**config.mk**
```make
export PLATFORM = sky130hd
export DESIGN_NAME = fpm_sched
export DESIGN_NICKNAME = d
export VERILOG_FILES = /design/src/rtl/fpm_pkg.sv /design/src/rtl/fpm_rr_arb.sv /design/src/rtl/fpm_sched.sv
export SDC_FILE = /design/constraint.sdc
export NUM_CORES = 1
export LEC_CHECK = 0
export BUFFER_PORTS_ARGS = -buffer_cell sky130_fd_sc_hd__buf_4
export CORE_AREA = 8 8 158 160
export CTS_CLUSTER_SIZE = 12
export DETAILED_ROUTE_END_ITERATION = 6
export DIE_AREA = 0 0 166 168
export PLACE_DENSITY_LB_ADDON = 0.1
export SYNTH_ARGS = -nofsm -noshare
export SYNTH_HDL_FRONTEND = slang
export SYNTH_HIERARCHICAL = 1
export SYNTH_SLANG_ARGS = --single-unit
```
**constraint.sdc**
```tcl
create_clock -name clk -period 4.2 [get_ports clk]
set_clock_uncertainty 0.1 [all_clocks]
set_input_delay 0.84 -clock clk [delete_from_list [all_inputs] [get_ports clk]]
set_output_delay 0.84 -clock clk [all_outputs]
set_load 0.005 [all_outputs]
```
**src/rtl/fpm_pkg.sv**
```systemverilog
// ---------------------------------------------------------------------------
// fpm_pkg -- shared definitions for the FP32 multiplier scheduler.
//   FP_W / RMODE_W : operand and rounding-mode widths
//   IDX_W          : requester index width (up to 8 requesters)
//   CNT_W          : exception counter width
//   RM_*           : rounding-mode encodings forwarded to the multiplier
//   tag_t          : per-operation tag carried alongside the multiplier
// ---------------------------------------------------------------------------
package fpm_pkg;

    localparam int FP_W    = 32;
    localparam int RMODE_W = 3;
    localparam int IDX_W   = 3;
    localparam int CNT_W   = 16;

    localparam logic [RMODE_W-1:0] RM_RTZ = 3'b000;
    localparam logic [RMODE_W-1:0] RM_RMM = 3'b001;
    localparam logic [RMODE_W-1:0] RM_RDN = 3'b010;
    localparam logic [RMODE_W-1:0] RM_RUP = 3'b011;
    localparam logic [RMODE_W-1:0] RM_RNE = 3'b100;

    typedef struct packed {
        logic             vld;
        logic [IDX_W-1:0] idx;
    } tag_t;

endpackage

```
**src/rtl/fpm_rr_arb.sv**
```systemverilog
// ---------------------------------------------------------------------------
// fpm_rr_arb -- combinational round-robin arbiter.
//   req     : request vector
//   ptr     : index with highest priority this cycle
//   gnt     : one-hot grant (zero when nothing requests)
//   gnt_idx : binary index of the granted requester
// Scans from ptr upward, wrapping from NUM_REQ-1 to 0.
// ---------------------------------------------------------------------------
module fpm_rr_arb
    import fpm_pkg::*;
#(
    parameter int NUM_REQ = 4
) (
    input  logic [NUM_REQ-1:0] req,
    input  logic [IDX_W-1:0]   ptr,
    output logic [NUM_REQ-1:0] gnt,
    output logic [IDX_W-1:0]   gnt_idx
);

    always_comb begin
        int   j;
        logic found;
        gnt     = '0;
        gnt_idx = '0;
        found   = 1'b0;
        j       = 0;
        for (int k = 0; k < NUM_REQ; k++) begin
            j = int'(ptr) + k;
            if (j >= NUM_REQ) begin
                j = j - NUM_REQ;
            end
            if (!found && req[j]) begin
                found   = 1'b1;
                gnt[j]  = 1'b1;
                gnt_idx = IDX_W'(j);
            end
        end
    end

endmodule

```
**src/rtl/fpm_sched.sv**
```systemverilog
// ---------------------------------------------------------------------------
// fpm_sched -- shares one external FP32 multiplier among NUM_REQ requesters.
//
// Parameters
//   NUM_REQ : number of requesters (2..8)
//   MUL_LAT : register latency of the external multiplier (0..8)
//
// Ports
//   clk, rst              : clock, asynchronous active-high reset
//   req_valid / req_ready : per-requester handshake, ready is a one-hot
//                           combinational round-robin grant
//   req_x, req_y          : packed FP32 operands, requester i at [32i+31:32i]
//   req_rmode             : packed 3-bit rounding modes
//   mul_x, mul_y, mul_rmode : registered operands to the multiplier
//   mul_z, mul_ovrf, mul_udrf : multiplier result and flags
//   rsp_valid             : one-hot single-cycle result strobe
//   rsp_z, rsp_ovrf, rsp_udrf : registered result, held between strobes
//   idle                  : nothing requesting and nothing in flight
//
// Optional feature (macro FPM_SCHED_EXC_CNT_EN):
//   ovrf_cnt, udrf_cnt    : saturating counts of results with the
//                           overflow / underflow flag set
// ---------------------------------------------------------------------------
module fpm_sched
    import fpm_pkg::*;
#(
    parameter int NUM_REQ = 4,
    parameter int MUL_LAT = 2
) (
    input  logic                       clk,
    input  logic                       rst,
    input  logic [NUM_REQ-1:0]         req_valid,
    output logic [NUM_REQ-1:0]         req_ready,
    input  logic [NUM_REQ*FP_W-1:0]    req_x,
    input  logic [NUM_REQ*FP_W-1:0]    req_y,
    input  logic [NUM_REQ*RMODE_W-1:0] req_rmode,
    output logic [FP_W-1:0]            mul_x,
    output logic [FP_W-1:0]            mul_y,
    output logic [RMODE_W-1:0]         mul_rmode,
    input  logic [FP_W-1:0]            mul_z,
    input  logic                       mul_ovrf,
    input  logic                       mul_udrf,
    output logic [NUM_REQ-1:0]         rsp_valid,
    output logic [FP_W-1:0]            rsp_z,
    output logic                       rsp_ovrf,
    output logic                       rsp_udrf,
    output logic                       idle
`ifdef FPM_SCHED_EXC_CNT_EN
    ,
    output logic [CNT_W-1:0]           ovrf_cnt,
    output logic [CNT_W-1:0]           udrf_cnt
`endif
);

    logic [IDX_W-1:0]   rr_ptr;
    logic [IDX_W-1:0]   gnt_idx;
    logic [NUM_REQ-1:0] gnt;
    logic               vld_p0;
    logic [FP_W-1:0]    sel_x;
    logic [FP_W-1:0]    sel_y;
    logic [RMODE_W-1:0] sel_rmode;
    logic               tag_any;

    // tag_p[0] is loaded with the operands; tag_p[MUL_LAT] lines up with mul_z
    tag_t tag_p [MUL_LAT+1];

    function automatic logic [IDX_W-1:0] next_ptr(input logic [IDX_W-1:0] idx);
        return (int'(idx) == NUM_REQ - 1) ? '0 : idx + IDX_W'(1);
    endfunction

    // ---- arbitration and operand select (combinational) ----
    fpm_rr_arb #(
        .NUM_REQ (NUM_REQ)
    ) u_arb (
        .req     (req_valid),
        .ptr     (rr_ptr),
        .gnt     (gnt),
        .gnt_idx (gnt_idx)
    );

    // Grant is suppressed during reset so nothing can be accepted then.
    assign req_ready = rst ? '0 : gnt;
    assign vld_p0    = |req_ready;

    assign sel_x     = req_x[int'(gnt_idx)*FP_W +: FP_W];
    assign sel_y     = req_y[int'(gnt_idx)*FP_W +: FP_W];
    assign sel_rmode = req_rmode[int'(gnt_idx)*RMODE_W +: RMODE_W];

    always_ff @(posedge clk or posedge rst) begin
        if (rst) begin
            rr_ptr <= '0;
        end else if (vld_p0) begin
            rr_ptr <= next_ptr(gnt_idx);
        end
    end

    // ---- issue stage: operand registers feeding the multiplier ----
    always_ff @(posedge clk or posedge rst) begin
        if (rst) begin
            mul_x     <= '0;
            mul_y     <= '0;
            mul_rmode <= '0;
        end else if (vld_p0) begin
            mul_x     <= sel_x;
            mul_y     <= sel_y;
            mul_rmode <= sel_rmode;
        end
    end

    // ---- tag pipeline: follows each operation through the multiplier ----
    always_ff @(posedge clk or posedge rst) begin
        if (rst) begin
            for (int k = 0; k <= MUL_LAT; k++) begin
                tag_p[k] <= '0;
            end
        end else begin
            tag_p[0].vld <= vld_p0;
            tag_p[0].idx <= gnt_idx;
            for (int k = 1; k <= MUL_LAT; k++) begin
                tag_p[k] <= tag_p[k-1];
            end
        end
    end

    always_comb begin
        tag_any = 1'b0;
        for (int k = 0; k <= MUL_LAT; k++) begin
            tag_any = tag_any | tag_p[k].vld;
        end
    end

    assign idle = ~(|req_valid) & ~tag_any;

    // ---- response stage: capture result for the tagged owner ----
    always_ff @(posedge clk or posedge rst) begin
        if (rst) begin
            rsp_valid <= '0;
            rsp_z     <= '0;
            rsp_ovrf  <= 1'b0;
            rsp_udrf  <= 1'b0;
        end else begin
            rsp_valid <= '0;
            if (tag_p[MUL_LAT].vld) begin
                rsp_valid <= NUM_REQ'(1) << tag_p[MUL_LAT].idx;
                rsp_z     <= mul_z;
                rsp_ovrf  <= mul_ovrf;
                rsp_udrf  <= mul_udrf;
            end
        end
    end

`ifdef FPM_SCHED_EXC_CNT_EN
    function automatic logic [CNT_W-1:0] sat_inc(input logic [CNT_W-1:0] c);
        return (&c) ? c : c + CNT_W'(1);
    endfunction

    // ---- exception counters: sampled on the delivered response ----
    always_ff @(posedge clk or posedge rst) begin
        if (rst) begin
            ovrf_cnt <= '0;
            udrf_cnt <= '0;
        end else if (|rsp_valid) begin
            if (rsp_ovrf) begin
                ovrf_cnt <= sat_inc(ovrf_cnt);
            end
            if (rsp_udrf) begin
                udrf_cnt <= sat_inc(udrf_cnt);
            end
        end
    end
`endif

endmodule

```
* After elaboration in Yosys (flattened, before gate mapping) *
Cells that the tools add are included.

cells by class
  add/subtract/negate cells = 8
  multiply operators = 1
  div/mod/pow operators = 0
  magnitude comparators = 12
  equality and inequality tests = 1
  shifts and indexed selects = 4
  mux-type cells = 38
  bitwise operators = 8
  reductions and logical operators = 12

operator list
  cell                     count
  $shiftx A128 B9 Y32      2
  $ge A32 B1 Y1 const B    4
  $lt A32 B4 Y1 const B    4
  $mux W32                 4
  $ge A32 B4 Y1 const B    3
  $sub A32 B4 Y32 const B  3
  $mux W4                  6
  $mux W1                  15
  $mux W3                  5
  $or A4 B4 Y4             3
  $shiftx A12 B6 Y3        1
  $add A3 B2 Y4 const B    2
  $bmux W1 S2              4
  $demux W1 S2             4
  $reduce_or A4 Y1         2
  $logic_and A1 B1 Y1      7
  $mul A3 B2 Y5 const B    1
  $add A3 B1 Y4 const B    1
  $shl A1 B3 Y4 const A    1
  $sub A3 B3 Y4 const B    1
  $add A3 B1 Y3 const B    1
  $eq A3 B3 Y1 const B     1
  $ge A3 B3 Y1 const B     1
  $logic_not A1 Y1         3
  other kinds (3)          5

storage, ports and cells
  flip-flop bits (word level) = 120
  latch bits = 0
  RAM bits = 0
  ROM bits = 0
  bits of input ports = 308
  output and inout bits = 110
  logic and storage cells = 98
  memories = 0

* Longest topological paths before layout *
Gate-level depths: netlist (run 1).

  word-level depth = 17
  gate-level depth with buffers = 14
  gate-level depth less buffers = 10

* Modules after synthesis *
Netlist (run 1), hierarchy kept.

by module, submodules not included
  module      times used  cells an instance  area an instance (µm²)  seq. area each (µm²)
  fpm_sched   1           345                5871.9                  3002.9
  fpm_rr_arb  1           65                 541.8                   0.0

* Worst setup path after synthesis (run 1) *
No wires, ideal clock.

  path type = input-to-reg
  start point = input req_valid[3]
  end point = register mul_rmode[2]
  library setup time = 0.121 ns
  arrival time = 3.277 ns
  required time = 3.979 ns
  slack = 0.702 ns
  stages on the path = 9
  buffers on the path = 3
  cells stage by stage = clkbuf_1 mux4_2 nor3b_1 a311o_1 a21oi_2 buf_6 buf_2 mux4_2 a22o_1

on the way
  word-level cells in the longest chain between the ends = 15
  elaborated cells on any way between the ends = 36
  those cells by class = 1 x mul; 1 x shift; 24 x mux; 3 x bitwise; 7 x reduce/logical

RTL lines
  item                                         RTL line          text
  from (decl)                                  fpm_sched.sv:32   input logic [NUM_REQ-1:0] req_valid,
  $bmux W1 S2                                  fpm_rr_arb.sv:32  if (!found && req[j]) begin
  $mux W1 (not written as such) (2 in series)  fpm_rr_arb.sv:32
  $mux W1                                      fpm_rr_arb.sv:32
  $logic_not A1 Y1                             fpm_rr_arb.sv:32
  $logic_and A1 B1 Y1                          fpm_rr_arb.sv:32
  $mux W1                                      fpm_rr_arb.sv:32
  $logic_not A1 Y1                             fpm_rr_arb.sv:32
  $logic_and A1 B1 Y1                          fpm_rr_arb.sv:32
  $mux W1                                      fpm_rr_arb.sv:32
  $logic_not A1 Y1                             fpm_rr_arb.sv:32
  $logic_and A1 B1 Y1                          fpm_rr_arb.sv:32
  $mux W3 (*)                                  fpm_rr_arb.sv:32
  net gnt_idx[0]                               fpm_sched.sv:56   logic [IDX_W-1:0] gnt_idx;
  $mul A3 B2 Y5 (*)                            fpm_sched.sv:87   assign sel_rmode = req_rmode[int'(gnt_idx)*RMODE_W +: RMODE_W];
  $shiftx A12 B6 Y3 (*)                        fpm_sched.sv:87
  to (signal assigned)                         fpm_sched.sv:106  mul_rmode <= sel_rmode;
  to (decl)                                    fpm_sched.sv:39   output logic [RMODE_W-1:0] mul_rmode,

The timed path passes the listed nets; every way through them passes the cells marked *. The select of a mux whose other input is x is not followed.
A chain may end at the register's enable or synchronous reset.

* Worst setup path after layout (run 1) *
  start point = register rr_ptr[0]
  end point = output req_ready[3]

on the way
  word-level cells in the longest chain between the ends = 16
  elaborated cells on any way between the ends = 64
  those cells by class = 7 x add/sub; 12 x order compare; 32 x mux; 3 x bitwise; 10 x reduce/logical

RTL lines
  item                                                                      RTL line          text
  from (decl)                                                               fpm_sched.sv:55   logic [IDX_W-1:0] rr_ptr;
  from (signal assigned)                                                    fpm_sched.sv:93   rr_ptr <= next_ptr(gnt_idx);
  parallel branches: the longest is 14 deep, another holds $sub A32 B4 Y32  -
  $mux W4 (*)                                                               fpm_rr_arb.sv:32
  net gnt[3]                                                                fpm_sched.sv:57   logic [NUM_REQ-1:0] gnt;
  $mux W4 (*)                                                               fpm_sched.sv:82   assign req_ready = rst ? '0 : gnt;
  to (decl)                                                                 fpm_sched.sv:33   output logic [NUM_REQ-1:0] req_ready,

Mark *: on every way through the listed nets, which the timed path passes. The select of a mux whose other input is x is not followed.

==> results by stage, run 1 <==
STA:
- The count of final setup violators is 0.
- Static timing analysis puts the maximum clock frequency at 265 MHz.
- The time the final worst path needs with I/O delays and setup is 3770 ps.
- The setup TNS is 0 ps.
- The worst-case headroom to the max-slew limit is 35.5%.
- The post-route fraction of the period consumed by the critical path is 89.8%.
- The final max-slew violation count is 0.
- The final number of hold-violating endpoints is 0.
- Setup repair after global routing left no endpoint under its margin.
- The measured slew at the worst slew-check pin is 967 ps.

Detailed routing:
- Dividing the detail-routed via count by the number of cells gives 4.98.
- After detailed routing, the number of remaining DRC violations is 0.
- Dividing the detail-routed wire length by the instance count gives 23.8 um.
- The detailed-route wire length is 26600 um.
- The violation count after the first detailed-routing iteration is 348.
- The number of optimization iterations in the first detailed-route pass is 4.
- The detailed-route via count is 5562.
- The number of nets with antenna violations after detailed routing is 0.

Power and ir drop:
- The internal portion of total power is 5370 uW.
- The largest vdd supply drop is 0.468 mV.
- In this run, the clock network consumes 18.0% of the power.
- For this design the static power due to leakage is 0.00491 uW.
- The sequential share of power is 25.0%.
- The proportion of power drawn by combinational gates is 57.0%.
- In this run switching power makes up 35.2% of total power.
- The analysis attributes to net switching a power of 2910 uW.
- The total power per unit cell area is 794 nW/um2.

Setup path:
- The type of origin of the critical path is a register.
- The largest single stage delay on the critical path is 620 ps.
- The critical path arrival is 2830 ps.
- The family with the most delay on the worst path is multiplexers.
- Data on the critical path is required at its endpoint by 3260 ps.
- The launch instance of the worst register-to-register path is rr_ptr[0].
- The buffers plus inverters on the worst setup path is 2.
- The most used cell along the critical path is nor2b_1.
- The endpoint of the most critical register-to-register path is mul_x[1].
- The number of cell instances on the worst register-to-register path is 10.
- Traced cell by cell, the critical path runs through inv_1 -> ha_1 -> mux4_2 -> nor2b_1 -> a221oi_1 -> o2bb2ai_1 -> nor2b_1 -> buf_4.
- The worst register-to-register path has a setup slack of 610 ps.
- The critical-path maximum fanout is 8.
- The kind of end point of the critical path is a primary output.
- The type of the worst setup path is register to primary output.
- The cell with the biggest individual delay on the critical path is mux4_2.

Place:
- The port buffer count is 417.
- The final weighted congestion in routability-driven placement is 0.925.
- The cell total after placement is 1083.
- The detailed placer's ending HPWL is 21800 um.

Floorplanning:
- From bottom edge to top edge, the die measures 168 um.
- 418 I/O pins were placed.
- The floorplan has 55 rows.
- The area of the die is 27900 um2.
- The core footprint is 22400 um2.
- Once the floorplan was initialized, standard cells occupied 28.7% of the core.
- The width of the chip is 166 um.

Logic synthesis:
- By area, the combinational part of the netlist is dominated by multiplexers.
- The synthesized instance count is 410.
- The Yosys warning count is 6.
- Of the total synthesized cell area, the portion taken by AND, OR, NAND and NOR gates is 3.47%.
- The sequential fraction of the synthesis area is 46.8%.
- The mean post-synth cell area is 15.6 um2.
- The synthesized flop and latch total is 120.
- The flip-flop cell with the highest count after synthesis is dfrtp_1.
- The cell area that synthesis handed to floorplanning was 6410 um2.
- The proportion of synthesized area in mux cells is 31.2%.
- In this run, synthesis inferred 0 flip-flops with an integrated enable.
- The xor and xnor area share after synthesis is 0%.
- Summing the areas of all compound-gate instances in the mapped netlist gives 12.4% of the synthesized area.
- Of all flip-flops after synthesis, the portion carrying an async set or reset was 100%.
- The number of distinct library cells after synthesis is 46.
- The number of nets handed over by synthesis was 727.
- Of the total synthesized cell area, the portion taken by full adders, half adders and majority gates is 1.76%.

Clocking:
- The clock latency of the later-clocked register in the worst-skew pair is 410 ps.
- After clock tree synthesis, the clock-pin slew on the worst setup and hold paths is 50 ps.
- In this run, post-CTS hold repair placed 0 buffers.
- The number of H-tree levels is 4.
- Counting every sink on the clock net gives 120.
- The root buffer selected by CTS is clkbuf_16.
- The clock passes through at most 2 buffers.
- TritonCTS built the clock tree.
- Clock tree synthesis inserted a total of 17 buffers.
- Buffers added to address setup during post-CTS repair amount to 0.
- The count of instances resized after the clock tree is built is 0.

Hold path:
- The worst min-delay path endpoint is tag_p[4].
- The launch instance of the worst min-delay path is tag_p[8].
- The worst hold path was traced through 0 stages.
- The worst min-delay path category is register to register.

Global routing:
- The maximum number of pins on one net before global-route repair is 77.
- The via count of the first global-routing pass is 6539.
- The global-route total usage across every layer is 18.7%.
- Global routing finished with a remaining overflow of 0.
- The first-pass GRT wire length is 39800 um.
- The initial antenna violation count is 1.

Layout:
- After the last flow step, the layout net total stands at 1134.
- For this run, the number of standard cells in the final layout without fillers is 1116.
- The relative area change from synthesis to final layout is 62.7%.
- Of the cells placed in the final design, the portion with a size suffix greater than 1 is 69.2%.
- At the end of the flow the core is filled with cells to 46.7%.

Outcome:
- The run finished with clean final reports.

Flow run:
- Across the run, the number of max-cap violations was 0.
worst max-delay path by stage:
stage	start	to	slack, ps	depth (start not counted)
final	rr_ptr[0]	req_ready[3]	430	8
after global routing	rr_ptr[0]	req_ready[3]	270	8
after CTS	rr_ptr[0]	req_ready[3]	430	8
after detailed placement	req_valid[0]	mul_x[18]	490	9
after global placement	req_valid[1]	mul_x[16]	580	8
after floorplan	rst	mul_rmode[0]	70	1
cell usage after synthesis, types with 2 or more instances:
library cell	count	area share [%]
dfrtp_1	120	47
mux4_2	70	25
a22o_1	67	9.1
mux2_2	37	6.5
buf_2	20	1.6
clkbuf_1	12	0.70
ha_1	9	1.8
nor2b_1	6	0.59
o21ai_0	6	0.47
inv_1	5	0.29
nand2_1	5	0.29
buf_6	4	0.70
buf_12	3	0.94
nor2_1	3	0.18
nor3_1	3	0.23
nor3b_1	3	0.35
a21oi_1	2	0.16
a221o_1	2	0.31
a221oi_1	2	0.27
a311o_1	2	0.31
nor4bb_1	2	0.31
o21a_1	2	0.23
o2bb2ai_1	2	0.27
sequential cells by signal, summed over array words and instances (netlist names):
| signal | flops |
|---|---|
| mul_x | 32 |
| mul_y | 32 |
| rsp_z | 32 |
| tag_p | 12 |
| rsp_valid | 4 |
| mul_rmode | 3 |
| rr_ptr | 3 |
| rsp_ovrf | 1 |
| rsp_udrf | 1 |
through the flow:
stage | hold slack (ps) | area [um2] | setup slack [ps] | power [uW]
after floorplan | 231 | 6410 | 74.2 | 5100
after global placement | 233 | 9820 | 576 | 6840
after detailed placement | 235 | 9820 | 486 | 6920
after CTS | 243 | 10400 | 433 | 8440
after global routing | 246 | 10400 | 273 | 8850
final | 239 | 10400 | 430 | 8290
per-layer routing:
| layer | part of all wire, % | vias to the layer above | wire length, um | track usage [%] |
|---|---|---|---|---|
| met3 | 10 | 42 | 2640 | 8.07 |
| met1 | 36 | 2727 | 9600 | 19.8 |
| li1 | - | 2480 | - | - |
| met2 | 51 | 313 | 13600 | 32.6 |
| met4 | 2.8 | 0 | 738 | 7.51 |
| met5 | 0 | - | 0 | 0 |
power groups by stage:
stage                     combinational [uW]  sequential [uW]  clock, uW
after floorplan                         3030             2070          0
after global placement                  4770             2070          0
after detailed placement                4850             2070          0
after CTS                               4840             2070       1530
after global routing                    5120             2140       1590
final                                   4730             2070       1490
logic make-up (layout without fill, tap and decap cells):
group / after synthesis / after routing
AO/OA/AOI/OAI: 94 / 94
adder cells (fa/ha/maj): 9 / 9
buffers and inverters: 45 / 465
flip-flops: 120 / 120
multiplexers: 108 / 108
other: 0 / 1
AND/OR/NAND/NOR: 34 / 34
area by class of cell:
class | count | area, um2
fillers | 2053 | 11900
repair buffers | 428 | 3290
multi-input cells | 245 | 3150
flip-flops and latches | 120 | 3000
clock buffers | 18 | 439
well taps | 285 | 357
clock inverters | 14 | 173
inverters | 5 | 21.3
diodes | 1 | 2.50
cells in the final DEF (no fill, tap or decap), drive strengths merged, types with 5 or more instances in the layout:
cell type  instances
a22o              67
buf              428
clkbuf            18
clkinvlp           5
dfrtp            120
ha                 9
inv                7
mux2              37
mux4              70
nand2              5
nor2b              6
o21ai              7
No activity file was read; power rests on OpenSTA's default activity.
==> run 2: changes to the inputs <==
- CORE_AREA: 8 8 158 160 -> 4 4 158 160
- CTS_BUF_LIST: unset -> sky130_fd_sc_hd__clkbuf_4
- DIE_AREA: 0 0 166 168 -> 0 0 162 164
==> run 2 against run 1 <==
  * First-iteration DRC count shrank 26%
  * Non-clock buffer count grew 2
  * Worst setup slack lost 57 ps
  * Sequential power is essentially flat
  * Cell count grew 3.0%
  * Die area shrank 4.7%
  * Critical path depth is the same
  * Register-to-register slack gained 160 ps
  * Core utilization shrank 3.5 points
  * Fmax shrank 1.5%
  * Critical endpoint is now req_ready[2]
  * Largest cell class unchanged
  * Highest routed layer unchanged
==> results by stage, run 2 (synthesis results as in run 1) <==
Outcome:
- Status: complete, no violations (unchanged).

Clocking:
- The clock net sink count is 120 (unchanged).
- The clock latency of the later-clocked register in the worst-skew pair is 500 ps (was 410 ps).
- The largest buffer count on any clock path was 2 (unchanged).
- The post-CTS clock slew at the launch and capture registers of the worst setup and hold paths was 90 ps (was 50 ps).
- The total CTS buffers is 17 (unchanged).
- The root buffer selected by CTS is clkbuf_4 (was clkbuf_16).
- The count of instances resized after the clock tree is built is 0 (unchanged).
- The number of H-tree levels is 4 (unchanged).
- The TritonCTS clock tree is built (unchanged).
- The number of buffers inserted by post-CTS setup repair is 0 (unchanged).
- The hold buffer count at cts came to 0 (unchanged).

Setup path:
- Series of cell instances along the critical path: inv_1 -> ha_1 -> mux4_2 -> nor2b_1 -> a221oi_1 -> o2bb2ai_1 -> nor2b_1 -> buf_4 (unchanged).
- The kind of end point of the critical path is a primary output (unchanged).
- The data required time at the worst endpoint was 3260 ps (about the same).
- The most used cell along the critical path is nor2b_1 (unchanged).
- The critical-path maximum fanout was 8 (unchanged).
- The launch point of the critical path is rr_ptr[0] (unchanged).
- The slack of the worst reg-to-reg path is 770 ps (was 610 ps).
- The critical path arrival was 2890 ps (was 2830 ps).
- The peak per-stage delay on the critical path is 620 ps (about the same).
- The launch instance of the worst register-to-register path is rr_ptr[0] (unchanged).
- The type of the worst setup path is register to primary output (unchanged).
- The type of origin of the critical path is a register (unchanged).
- The total stage count of the critical path is 8 (unchanged).
- The number of cell instances on the worst register-to-register path is 10 (unchanged).
- The family with the most delay on the worst path is multiplexers (unchanged).
- The endpoint of the most critical register-to-register path was rr_ptr[1] (was mul_x[1]).
- The buffers plus inverters on the worst setup path is 2 (unchanged).
- The capture point of the worst path is req_ready[2] (was req_ready[3]).
- The cell with the biggest individual delay on the critical path is mux4_2 (unchanged).

STA:
- The worst-case headroom to the max-slew limit is 51.6% (was 35.5%).
- The time the final worst path needs with I/O delays and setup is 3830 ps (was 3770 ps).
- The least setup slack across all paths after layout is 373 ps (was 430 ps).
- The upper clock frequency limit is 261 MHz (was 265 MHz).
- The measured slew at the worst slew-check pin was 727 ps (was 967 ps).
- Unrepaired setup endpoints after global routing: false (unchanged).
- The final max-slew violation count came to 0 (unchanged).
- The post-route fraction of the period consumed by the critical path is 91.1% (was 89.8%).
- The setup TNS is 0 ps (unchanged).
- The final number of hold-violating endpoints is 0 (unchanged).
- The count of final setup violators is 0 (unchanged).

Floorplanning:
- The vertical die dimension was 164 um (was 168 um).
- The initial standard-cell utilization of the core is 27.4% (was 28.7%).
- The area of the die was 26600 um2 (was 27900 um2).
- The boundary pin count is 418 (unchanged).
- The width of the chip is 162 um (was 166 um).
- The placement row count is 56 (was 55).
- The core footprint is 23400 um2 (was 22400 um2).

Global routing:
- The initial antenna violation count is 0 (was 1).
- The met3 layer usage reported by global route came to 6.45% (was 8.07%).
- The global routing's busiest layer is met2 (unchanged).
- The maximum number of pins on one net before global-route repair is 67 (was 77).
- The sum of overflow across all layers after global routing is 0 (unchanged).
- The global routing met1 resource utilization is 19.3% (was 19.8%).
- The via count of the first global-routing pass was 6150 (was 6539).
- The first-pass GRT wire length is 35500 um (was 39800 um).
- The global routing usage on met2 came to 31.6% (was 32.6%).
- The global-route total usage across every layer is 17.3% (was 18.7%).

Hold path:
- The worst min-delay path category was register to register (unchanged).

Detailed routing:
- The detailed-route via count was 5618 (was 5562).
- The number of nets with antenna violations after detailed routing is 0 (unchanged).
- The violation count after the first detailed-routing iteration came to 256 (was 348).
- The detailed-route wire length was 24000 um (was 26600 um).
- The post-detailed-route via-to-cell ratio came to 4.89 (was 4.98).
- The post-route DRC violation count is 0 (unchanged).
- The average wire per cell in the routed design is 20.9 um (was 23.8 um).
- The number of optimization iterations in the first detailed-route pass is 4 (unchanged).

Power and ir drop:
- The leakage power of the design is 0.00476 uW (was 0.00491 uW).
- The switching power of the nets is 2720 uW (was 2910 uW).
- The proportion of power drawn by combinational gates is 62.7% (was 57.0%).
- The internal portion of total power is 4700 uW (was 5370 uW).
- The post-layout total power is 7420 uW (was 8290 uW).
- The switching share of total power came to 36.6% (was 35.2%).
- The total power per unit cell area came to 734 nW/um2 (was 794 nW/um2).
- The sequential share of power came to 27.5% (was 25.0%).
- The largest vdd supply drop is 0.261 mV (was 0.468 mV).
- The power share of the clock group is 9.8% (was 18.0%).

Layout:
- The relative area change from synthesis to final layout is 57.6% (was 62.7%).
- The fraction of final layout cells sized beyond drive strength 1 is 68.7% (was 69.2%).
- The most common library cell in the layout ignoring fill and taps was buf_4 (unchanged).
- The register area was 3000 um2 (unchanged).
- The number of inserted diodes was 0 (was 1).
- The number of fill cells in the layout is 2275 (was 2053).
- The area used by multi-input combinational logic is 3150 um2 (unchanged).
- The final net count is 1136 (was 1134).
- Commonest non-fill, non-tap cells in the layout: buf_4 (424), dfrtp_1 (120), mux4_2 (70) (was buf_4 (422), dfrtp_1 (120), mux4_2 (70)).
- Regs by FF count: mul_x (32), mul_y (32), rsp_z (32) (unchanged).

Place:
- The final weighted congestion in routability-driven placement is 0.825 (was 0.925).
- The detailed placer's ending HPWL is 19200 um (was 21800 um).
- The port buffer count is 417 (unchanged).
- The worst slack at placement came to 560 ps (was 486 ps).

Flow run:
- The number of maximum-capacitance constraint violations is 0 (unchanged).
## run 2: cell count changes in the layout (fill, tap and decap cells not counted), moves of 2 or more
cell,delta
clkbuf_4,+19
clkinvlp_4,-3
clkinv_4,-2
bufinv_16,-2
clkinv_1,+4
clkbuf_16,-17
buf_4,+2
## run 2: final cells by class
class,count,share of cell area (%)
tap,319,3.95
timing repair buffer,430,32.7
clock inverter,11,0.829
sequential,120,29.7
inverter,5,0.210
multi-input combinational,245,31.2
clock buffer,19,1.41
## run 2: layer usage
metal,vias to the layer above,routed length (um),part of all wire (%)
met5,-,0,0
met3,25,2340,9.7
met1,2812,8440,35
met4,0,376,1.6
li1,2483,-,-
met2,298,12900,54
## run 2: power by group through the flow
stage	Sequential (uW)	Clock, uW	Combinational [uW]
after CTS	2050	771	4770
final	2040	726	4650
after floorplan	2070	0	3030
after global placement	2060	0	4720
after detailed placement	2060	0	4780
after global routing	2120	825	5050
## run 2: how the worst min path moves through the flow
stage / startpoint / endpoint / slack, ps / cells past startpoint
4_1_cts: tag_p[8] / tag_p[4] / 260 / 0
3_3_place_gp: tag_p[8] / tag_p[4] / 230 / 0
6_report: tag_p[8] / tag_p[4] / 250 / 0
3_5_place_dp: tag_p[8] / tag_p[4] / 230 / 0
2_1_floorplan: tag_p[4] / tag_p[0] / 230 / 0
5_1_grt: tag_p[9] / tag_p[5] / 270 / 0
## run 2: through the flow
step	instances	hold slack (ps)	util (%)	area (um2)
final	1149	255	43.2	10100
after global placement	1119	234	42.2	9880
after CTS	1149	257	43.2	10100
after floorplan	410	231	-	6410
after detailed placement	1119	235	42.2	9880
after global routing	1149	273	43.2	10100
==> run 3: changes to the inputs <==
- RECOVER_POWER: unset -> 100
==> run 3 against run 2 <==
  * The flow now finishes with violations (max-capacitance violations, max-slew violations)
  * First-iteration DRC count decreased by 14%
  * Global-route usage unchanged
  * Fmax about the same
  * Register-to-register slack got worse by 330 ps
  * Hold slack about the same
  * Die area unchanged
  * Critical path depth unchanged
  * Worst setup slack got worse by 3.0 ps
  * Via count increased by 0.11%
  * Critical path type unchanged
==> results by stage, run 3 (synthesis results as in run 1) <==
Clocking:
- The post-CTS clock slew at the launch and capture registers of the worst setup and hold paths is 90 ps (about the same).
- The number of H-tree levels came to 4 (unchanged).
- The clock net sink count is 120 (unchanged).
- The hold buffer count at cts is 0 (unchanged).
- The total CTS buffers was 17 (unchanged).
- The root buffer selected by CTS is clkbuf_4 (unchanged).
- The count of instances resized after the clock tree is built was 0 (unchanged).
- The TritonCTS clock tree is built (unchanged).
- The number of buffers inserted by post-CTS setup repair is 0 (unchanged).
- The clock latency of the later-clocked register in the worst-skew pair is 500 ps (about the same).
- The largest buffer count on any clock path is 2 (unchanged).

STA:
- The upper clock frequency limit was 261 MHz (about the same).
- The measured slew at the worst slew-check pin came to 2530 ps (was 727 ps).
- The final number of hold-violating endpoints was 0 (unchanged).
- The final max-slew violation count is 95 (was 0).
- The count of final setup violators is 0 (unchanged).
- The post-route fraction of the period consumed by the critical path is 91.2% (was 91.1%).
- Unrepaired setup endpoints after global routing: false (unchanged).
- The worst hold-check slack is 255 ps (about the same).
- The least setup slack across all paths after layout came to 370 ps (was 373 ps).
- The worst-case headroom to the max-slew limit is -69.9% (was 51.6%).
- The time the final worst path needs with I/O delays and setup is 3830 ps (about the same).
- The setup TNS is 0 ps (unchanged).

Setup path:
- The launch instance of the worst register-to-register path is rr_ptr[0] (unchanged).
- The type of the worst setup path is register to primary output (unchanged).
- The peak per-stage delay on the critical path is 620 ps (about the same).
- The family with the most delay on the worst path is multiplexers (unchanged).
- The critical-path maximum fanout is 8 (unchanged).
- The kind of end point of the critical path is a primary output (unchanged).
- The type of origin of the critical path is a register (unchanged).
- The cell with the biggest individual delay on the critical path is mux4_2 (unchanged).
- The slack of the worst reg-to-reg path is 440 ps (was 770 ps).
- The buffers plus inverters on the worst setup path came to 2 (unchanged).
- The number of cell instances on the worst register-to-register path came to 10 (unchanged).
- The data required time at the worst endpoint came to 3260 ps (about the same).
- The most used cell along the critical path is nor2b_1 (unchanged).
- Series of cell instances along the critical path: inv_1 -> ha_1 -> mux4_2 -> nor2b_1 -> a221oi_1 -> o2bb2ai_1 -> nor2b_1 -> clkbuf_1 (was inv_1 -> ha_1 -> mux4_2 -> nor2b_1 -> a221oi_1 -> o2bb2ai_1 -> nor2b_1 -> buf_4).
- The endpoint of the most critical register-to-register path is mul_y[26] (was rr_ptr[1]).
- The critical path arrival is 2890 ps (about the same).

Floorplanning:
- The vertical die dimension is 164 um (unchanged).
- The initial standard-cell utilization of the core is 27.4% (unchanged).
- The placement row count came to 56 (unchanged).
- The core footprint is 23400 um2 (unchanged).
- The boundary pin count came to 418 (unchanged).
- The area of the die is 26600 um2 (unchanged).
- The width of the chip is 162 um (unchanged).

Hold path:
- The worst min-delay path endpoint is tag_p[4] (unchanged).
- The worst min-delay path category is register to register (unchanged).
- The launch instance of the worst min-delay path is tag_p[8] (unchanged).
- The depth of the worst hold-timing path is 0 (unchanged).

Global routing:
- The initial antenna violation count was 0 (unchanged).
- The maximum number of pins on one net before global-route repair is 67 (unchanged).
- The via count of the first global-routing pass was 6150 (unchanged).
- The first-pass GRT wire length is 35500 um (unchanged).
- The global-route total usage across every layer was 17.3% (unchanged).
- The sum of overflow across all layers after global routing is 0 (unchanged).

Layout:
- The final net count is 1136 (unchanged).
- The relative area change from synthesis to final layout is 53.2% (was 57.6%).
- The number of inserted diodes is 0 (unchanged).
- The fraction of final layout cells sized beyond drive strength 1 is 60.2% (was 68.7%).
- The number of fill cells in the layout was 2326 (was 2275).
- The final non-filler cell total is 1149 (unchanged).
- Commonest non-fill, non-tap cells in the layout: buf_4 (310), dfrtp_1 (120), mux4_2 (70) (was buf_4 (424), dfrtp_1 (120), mux4_2 (70)).
- The most common library cell in the layout ignoring fill and taps was buf_4 (unchanged).
- Regs by FF count: mul_x (32), mul_y (32), rsp_z (32) (unchanged).

Power and ir drop:
- The largest vdd supply drop was 0.263 mV (was 0.261 mV).
- The leakage power of the design is 0.00448 uW (was 0.00476 uW).
- The sequential share of power is 28.3% (was 27.5%).
- The proportion of power drawn by combinational gates is 61.5% (was 62.7%).
- The switching power of the nets is 2710 uW (was 2720 uW).
- The switching share of total power was 37.8% (was 36.6%).
- The power share of the clock group is 10.1% (was 9.8%).
- The internal portion of total power was 4460 uW (was 4700 uW).
- The total power per unit cell area is 729 nW/um2 (was 734 nW/um2).

Detailed routing:
- The number of nets with antenna violations after detailed routing came to 0 (unchanged).
- The post-route DRC violation count is 0 (unchanged).
- The average wire per cell in the routed design is 20.9 um (about the same).
- The detailed-route wire length is 24000 um (about the same).
- The detailed-route via count was 5624 (was 5618).
- The number of optimization iterations in the first detailed-route pass came to 4 (unchanged).
- The post-detailed-route via-to-cell ratio is 4.89 (about the same).
- The violation count after the first detailed-routing iteration is 221 (was 256).

Place:
- The final weighted congestion in routability-driven placement is 0.825 (unchanged).
- The worst slack at placement is 560 ps (unchanged).
- The detailed placer's ending HPWL is 19200 um (unchanged).
- The cell total after placement was 1119 (unchanged).
- The port buffer count is 417 (unchanged).

Flow run:
- The number of maximum-capacitance constraint violations came to 2 (was 0).

Outcome:
- Status: finished with violations (was complete, no violations).
- The final reports fail on max-capacitance violations, max-slew violations.
## run 3: cell count changes in the layout (fill, tap and decap cells not counted)
cell,change
inv_4,-1
clkinvlp_2,+1
buf_4,-114
nor4_2,-1
buf_12,-1
clkbuf_1,+69
clkbuf_4,+46
nor4_1,+1
## run 3: cell type report
cell class	count	area, um2	area share, %
multi-input combinational	245	3150	32.0
timing repair buffer	430	3030	30.8
sequential	120	3000	30.6
tap	319	399	4.06
clock buffer	19	143	1.45
clock inverter	11	83.8	0.853
inverter	5	20.0	0.204
## run 3: power groups by stage
| stage | sequential, uW | clock [uW] | combinational, uW |
|---|---|---|---|
| 6_report | 2030 | 726 | 4410 |
| 2_1_floorplan | 2070 | 0 | 3030 |
| 3_3_place_gp | 2060 | 0 | 4720 |
| 4_1_cts | 2050 | 771 | 4770 |
| 5_1_grt | 2110 | 825 | 4790 |
| 3_5_place_dp | 2060 | 0 | 4780 |
## run 3: worst max-delay path by stage
stage | start | endpoint | cells after the start
finish | rr_ptr[0] | req_ready[2] | 8
detailed placement | req_valid[1] | mul_x[16] | 8
global placement | req_valid[1] | mul_y[21] | 8
global route | rr_ptr[0] | mul_y[25] | 10
CTS | rr_ptr[0] | req_ready[2] | 8
floorplan | rst | mul_rmode[0] | 1
## run 3: metrics by stage
step	cell area [um2]	power, uW	util, %
final	9830	7170	42.0
after global placement	9880	6780	42.2
after global routing	9830	7730	42.0
after floorplan	6410	5100	-
after detailed placement	9880	6840	42.2
after CTS	10100	7600	43.2
## run 3: metal layers
| layer | track usage [%] | share of wire, % | vias up |
|---|---|---|---|
| met1 | 19.3 | 35 | 2811 |
| met2 | 31.6 | 54 | 303 |
| met3 | 6.45 | 9.6 | 25 |
| met5 | 0 | 0 | - |
| li1 | - | - | 2485 |
| met4 | 4.04 | 1.5 | 0 |
